## src/rtl/alu_dispatch_unit.sv

```systemverilog
// ALU dispatch unit: accepts a function code, pulses the matching execution unit,
// waits for its done strobe (or a timeout) and returns a registered completion record.
module alu_dispatch_unit #(
  parameter int FUN_WIDTH = 2,
  parameter int NUM_UNITS = 4,
  parameter int TIMEOUT   = 16,
  parameter int TO_WIDTH  = 5
) (
  input  logic                 CLK,
  input  logic                 RST,
  input  logic                 in_valid,
  input  logic [FUN_WIDTH-1:0] in_fun,
  output logic                 in_ready,
  output logic [NUM_UNITS-1:0] unit_enable,
  input  logic [NUM_UNITS-1:0] unit_done,
  output logic                 out_valid,
  output logic [FUN_WIDTH-1:0] out_fun,
  output logic                 out_err,
  output logic                 out_timeout,
  input  logic                 out_ready,
  output logic                 busy
);

  typedef enum logic [1:0] {
    ST_IDLE  = 2'd0,
    ST_ISSUE = 2'd1,
    ST_WAIT  = 2'd2,
    ST_RESP  = 2'd3
  } state_e;

  // One extra bit so NUM_UNITS == 2**FUN_WIDTH is representable.
  localparam logic [FUN_WIDTH:0]  NUM_UNITS_C = (FUN_WIDTH + 1)'(NUM_UNITS);
  localparam logic [TO_WIDTH-1:0] TIMEOUT_C   = TO_WIDTH'(TIMEOUT);
  localparam logic [TO_WIDTH-1:0] CNT_ONE_C   = TO_WIDTH'(1'b1);
  localparam logic [TO_WIDTH-1:0] CNT_ZERO_C  = TO_WIDTH'(1'b0);

  function automatic logic [NUM_UNITS-1:0] onehot_f(input logic [FUN_WIDTH-1:0] fun);
    logic [NUM_UNITS-1:0] vec;
    vec = {NUM_UNITS{1'b0}};
    for (int i = 0; i < NUM_UNITS; i++) begin
      if (fun == FUN_WIDTH'(i)) begin
        vec[i] = 1'b1;
      end else begin
        vec[i] = 1'b0;
      end
    end
    return vec;
  endfunction

  state_e               state_q, state_d;
  logic [FUN_WIDTH-1:0] fun_q, fun_d;
  logic [TO_WIDTH-1:0]  cnt_q, cnt_d;
  logic                 in_ready_q, in_ready_d;
  logic [NUM_UNITS-1:0] unit_enable_q, unit_enable_d;
  logic                 out_valid_q, out_valid_d;
  logic [FUN_WIDTH-1:0] out_fun_q, out_fun_d;
  logic                 out_err_q, out_err_d;
  logic                 out_timeout_q, out_timeout_d;
  logic                 busy_q, busy_d;

  logic                 in_legal_s;
  logic                 done_sel_s;
  logic [TO_WIDTH-1:0]  cnt_inc_s;

  // Request legality, own-unit done selection and counter increment.
  always_comb begin
    in_legal_s = ({1'b0, in_fun} < NUM_UNITS_C);
    done_sel_s = |(unit_done & onehot_f(fun_q));
    cnt_inc_s  = cnt_q + CNT_ONE_C;
  end

  // Next-state and next-output logic for the dispatch FSM.
  always_comb begin
    state_d       = state_q;
    fun_d         = fun_q;
    cnt_d         = cnt_q;
    in_ready_d    = in_ready_q;
    unit_enable_d = {NUM_UNITS{1'b0}};
    out_valid_d   = out_valid_q;
    out_fun_d     = out_fun_q;
    out_err_d     = out_err_q;
    out_timeout_d = out_timeout_q;
    busy_d        = busy_q;

    case (state_q)
      ST_IDLE: begin
        if (in_valid && in_ready_q) begin
          fun_d      = in_fun;
          in_ready_d = 1'b0;
          busy_d     = 1'b1;
          if (in_legal_s) begin
            state_d       = ST_ISSUE;
            unit_enable_d = onehot_f(in_fun);
          end else begin
            // Illegal code skips the unit bank entirely.
            state_d       = ST_RESP;
            out_valid_d   = 1'b1;
            out_fun_d     = in_fun;
            out_err_d     = 1'b1;
            out_timeout_d = 1'b0;
          end
        end else begin
          state_d = ST_IDLE;
        end
      end

      ST_ISSUE: begin
        cnt_d   = CNT_ZERO_C;
        state_d = ST_WAIT;
      end

      ST_WAIT: begin
        // Done is checked first so it wins over a simultaneous timeout.
        if (done_sel_s) begin
          state_d       = ST_RESP;
          out_valid_d   = 1'b1;
          out_fun_d     = fun_q;
          out_err_d     = 1'b0;
          out_timeout_d = 1'b0;
        end else if (cnt_inc_s == TIMEOUT_C) begin
          cnt_d         = cnt_inc_s;
          state_d       = ST_RESP;
          out_valid_d   = 1'b1;
          out_fun_d     = fun_q;
          out_err_d     = 1'b1;
          out_timeout_d = 1'b1;
        end else begin
          cnt_d   = cnt_inc_s;
          state_d = ST_WAIT;
        end
      end

      ST_RESP: begin
        if (out_ready) begin
          state_d     = ST_IDLE;
          out_valid_d = 1'b0;
          in_ready_d  = 1'b1;
          busy_d      = 1'b0;
        end else begin
          state_d = ST_RESP;
        end
      end

      default: begin
        state_d     = ST_IDLE;
        in_ready_d  = 1'b1;
        out_valid_d = 1'b0;
        busy_d      = 1'b0;
      end
    endcase
  end

  // State and output registers with synchronous reset.
  always_ff @(posedge CLK) begin
    if (RST) begin
      state_q       <= ST_IDLE;
      fun_q         <= {FUN_WIDTH{1'b0}};
      cnt_q         <= CNT_ZERO_C;
      in_ready_q    <= 1'b1;
      unit_enable_q <= {NUM_UNITS{1'b0}};
      out_valid_q   <= 1'b0;
      out_fun_q     <= {FUN_WIDTH{1'b0}};
      out_err_q     <= 1'b0;
      out_timeout_q <= 1'b0;
      busy_q        <= 1'b0;
    end else begin
      state_q       <= state_d;
      fun_q         <= fun_d;
      cnt_q         <= cnt_d;
      in_ready_q    <= in_ready_d;
      unit_enable_q <= unit_enable_d;
      out_valid_q   <= out_valid_d;
      out_fun_q     <= out_fun_d;
      out_err_q     <= out_err_d;
      out_timeout_q <= out_timeout_d;
      busy_q        <= busy_d;
    end
  end

  assign in_ready    = in_ready_q;
  assign unit_enable = unit_enable_q;
  assign out_valid   = out_valid_q;
  assign out_fun     = out_fun_q;
  assign out_err     = out_err_q;
  assign out_timeout = out_timeout_q;
  assign busy        = busy_q;

  alu_dispatch_unit_chk #(
    .NUM_UNITS (NUM_UNITS)
  ) u_chk (
    .clk         (CLK),
    .rst         (RST),
    .in_ready    (in_ready_q),
    .busy        (busy_q),
    .out_valid   (out_valid_q),
    .unit_enable (unit_enable_q)
  );

endmodule

// Protocol invariants of the dispatch unit outputs.
module alu_dispatch_unit_chk #(
  parameter int NUM_UNITS = 4
) (
  input logic                 clk,
  input logic                 rst,
  input logic                 in_ready,
  input logic                 busy,
  input logic                 out_valid,
  input logic [NUM_UNITS-1:0] unit_enable
);

  a_enable_onehot0: assert property (@(posedge clk) disable iff (rst) $onehot0(unit_enable));
  a_ready_not_busy: assert property (@(posedge clk) disable iff (rst) in_ready == !busy);
  a_valid_not_ready: assert property (@(posedge clk) disable iff (rst) out_valid |-> !in_ready);
  a_enable_busy: assert property (@(posedge clk) disable iff (rst) (|unit_enable) |-> busy);

endmodule
```

## config.mk

```make
export PLATFORM = sky130hd
export DESIGN_NAME = alu_dispatch_unit
export DESIGN_NICKNAME = d
export VERILOG_FILES = /design/src/rtl/alu_dispatch_unit.sv
export SDC_FILE = /design/constraint.sdc
export NUM_CORES = 1
export LEC_CHECK = 0
export BUFFER_PORTS_ARGS = -buffer_cell sky130_fd_sc_hd__buf_2
export CAP_MARGIN = 5
export CORE_ASPECT_RATIO = 1.5
export CORE_MARGIN = 2
export CORE_UTILIZATION = 35
export DETAILED_ROUTE_END_ITERATION = 16
export GPL_ROUTABILITY_DRIVEN = 0
export HOLD_SLACK_MARGIN = 0.1
export PLACE_DENSITY = 0.57
export SYNTH_ARGS = -nofsm -noshare
export SYNTH_HDL_FRONTEND = slang
export SYNTH_SLANG_ARGS = --single-unit
export TNS_END_PERCENT = 1
```

## constraint.sdc

```tcl
create_clock -name CLK -period 2.5 [get_ports CLK]
set_input_delay 0.125 -clock CLK [delete_from_list [all_inputs] [get_ports CLK]]
set_output_delay 0.125 -clock CLK [all_outputs]
set_load 0.01 [all_outputs]
```

==> reports/qor.csv <==
stage,metric,value,unit
hold_path,hp-class,in -> reg,
timing,tns,0,ns
clock_tree,clkSinkCount,19,
timing,setup_viol,0,
layout,diodes,0,
detailed_routing,drtPass1Iterations,4,
layout,area_growth,19.2,%
timing,fmax,0.523,GHz
timing,max-slew-margin-rel,0.736,
clock_tree,cts_max_level,1,
floorplan,coreArea,2390,sq um
worst_setup_path,arrival,2.16,ns
place,place_hpwl,1.39,mm
synth,synth_area,856,sq um
clock_tree,clock_path_buffers,2,
job,max-cap-violations,0,
floorplan,dieArea,2860,sq um
layout,stdcell_area,1020,sq um
timing,slew_violations,0,
floorplan,die_w,44.4,microns
timing,whs,0.143,ns
grt,antenna_found_initial,0,
worst_setup_path,end_kind,flop,
power_and_ir_drop,p_leak,0.388,nW
detailed_routing,drc_errors,0,
clock_tree,clkLatencyLatePin,0.29,ns
synth,synth_top_area_share,0.444,
worst_setup_path,rrSetupSlack,0.59,ns
run_status,status,completed,
worst_setup_path,cp.required,2.74,ns
worst_setup_path,cp_max_fo,13,
synth,yosysTopAreaCell,dfxtp_1,
detailed_routing,via_per_inst,5.61,
grt,grt-ovfl-total,0,
power_and_ir_drop,power_density,561,nW/um^2
hold_path,whs_path_depth,3,
power_and_ir_drop,ir_worst_vdd,0.000369,V
synth,ys_seq_area_frac,0.444,
synth,yosysWarnings,0,
synth,synth-seq-cells,19,
floorplan,die_h,64.6,microns
layout,layout_commonest_cell,buf_2,
timing,period_needed,1.91,ns
detailed_routing,avgRoutedWirePerCell,13.9,microns
clock_tree,cts_buffers,3,
synth,synth_cell_types,31,
timing,worst_slew_pin_slew,0.395,ns
timing,setup_ws,0.586,ns
floorplan,rows,22,
timing,rsz0062_at_grt,false,
synth,synthCells,92,
floorplan,boundaryPins,21,
synth,syn_nets,103,
grt,grt.total_usage,0.156,
clock_tree,tritoncts,built,
clock_tree,clk_pin_slew,0.10,ns
floorplan,start_util,0.357,
layout,mostFrequentLayoutCells,"buf_2, dfxtp_1, a21oi_1",
detailed_routing,drt_iter0_drc,29,
detailed_routing,wl,1.92,mm
detailed_routing,ant_nets,0,
place,dpl_cell_area,963,sq um
synth,yosys-top-cells-area,"dfxtp_1, nand2b_1, a21oi_1",
worst_setup_path,critPathKind,reg -> reg,
layout,finalNetCount,126,
grt,grt_pass1_vias,753,
worst_setup_path,start_kind,flop,
grt,grt_pass1_wl,3.40,mm
layout,drive_above_1_share,0.228,
worst_setup_path,rr_worst_depth,4,
place,pre_cts_ws,0.663,ns
detailed_routing,vias,774,
timing,finalClockSkew,0.00454,ns
grt,grt_max_degree,24,
synth,postSynthAreaPerCell,9.30,sq um
timing,period_share,0.765,
place,portBuffers,20,
timing,hold_viol,0,
clock_tree,cts_root_buffer,clkbuf_4,
-- routing by layer --
| layer | vias to the layer above | part of all wire | global-route usage |
|---|---|---|---|
| li1 | 385 | - | - |
| met5 | - | 0 | 0 |
| met4 | 0 | 0.013 | 0.0568 |
| met1 | 368 | 0.41 | 0.191 |
| met2 | 17 | 0.55 | 0.267 |
| met3 | 4 | 0.027 | 0.0279 |
-- flip-flops by register name (all words and copies together) (netlist names) --
register / cells
cnt_q: 5
busy: 1
out_timeout: 1
out_valid: 1
fun_q: 2
state_q: 2
out_fun: 2
in_ready: 1
unit_enable: 4
-- cell type report --
cell class	instances	area, sq um
Inverter	1	3.75
Tap cell	24	30.0
Sequential cell	19	380
Timing Repair Buffer	23	130
Fill cell	253	1380
Clock buffer	4	26.3
Multi-Input combinational cell	67	449
-- per-stage QoR --
stage | utilization | std cells | total power [W]
after floorplan | - | 92 | 0.000394
after global placement | 0.402 | 131 | 0.000421
after detailed placement | 0.402 | 131 | 0.000423
after CTS | 0.426 | 138 | 0.000579
after global routing | 0.426 | 138 | 0.000605
final | 0.426 | 138 | 0.000572
-- synth_stat cells, drive strengths merged --
cell type / n
buf: 1
o211ai: 3
nor4bb: 1
a211oi: 1
nand2b: 8
and2: 1
dfxtp: 19
nand3: 3
nor2: 6
clkbuf: 4
o21a: 1
inv: 1
or4b: 2
nor4: 1
nand3b: 2
o21bai: 1
nor3: 1
mux4: 1
a21oi: 8
mux2i: 4
nand4b: 1
a31oi: 4
nor4b: 2
o32ai: 2
ha: 1
o21ai: 5
nand2: 6
or2b: 1
or4: 1
-- worst paths after layout --
check	startpoint	end
setup / recovery	state_q[0]	unit_enable[0]
hold / removal	out_ready	state_q[0]
setup reg to reg	state_q[0]	unit_enable[0]
hold reg to reg	busy	busy
-- repair_timing --
item / in CTS / in global routing
endpoints found under the hold margin: 3 / 0
hold buffers: 3 / 0
buffers inserted: 0 / 0
gates resized for setup: 0 / 0
-- where the power goes --
part / total, W / internal [W] / switching [W]
clock: 0.000153 / 0.0000621 / 0.0000910
combinational: 0.0000837 / 0.0000386 / 0.0000451
sequential: 0.000335 / 0.000317 / 0.0000182
total: 0.000572 / 0.000418 / 0.000154
-- cells by family (layout without fill, tap and decap cells) --
logic type	count (synthesis)	after routing	share of synthesized area
simple gates	36	36	0.259
compound gates	25	25	0.178
mux	5	5	0.0731
buf+inv	6	28	0.0307
flops	19	19	0.444
fa+ha+maj	1	1	0.0146
-- critical path: stages, from the launching register on --
cell and delay, ns:
dfxtp_1 0.44, nor2_1 0.22, nand3_1 0.33, nor4_1 0.28, dlygate4sd3_1 0.59
Note: power is estimated with default switching activity, not from simulation.
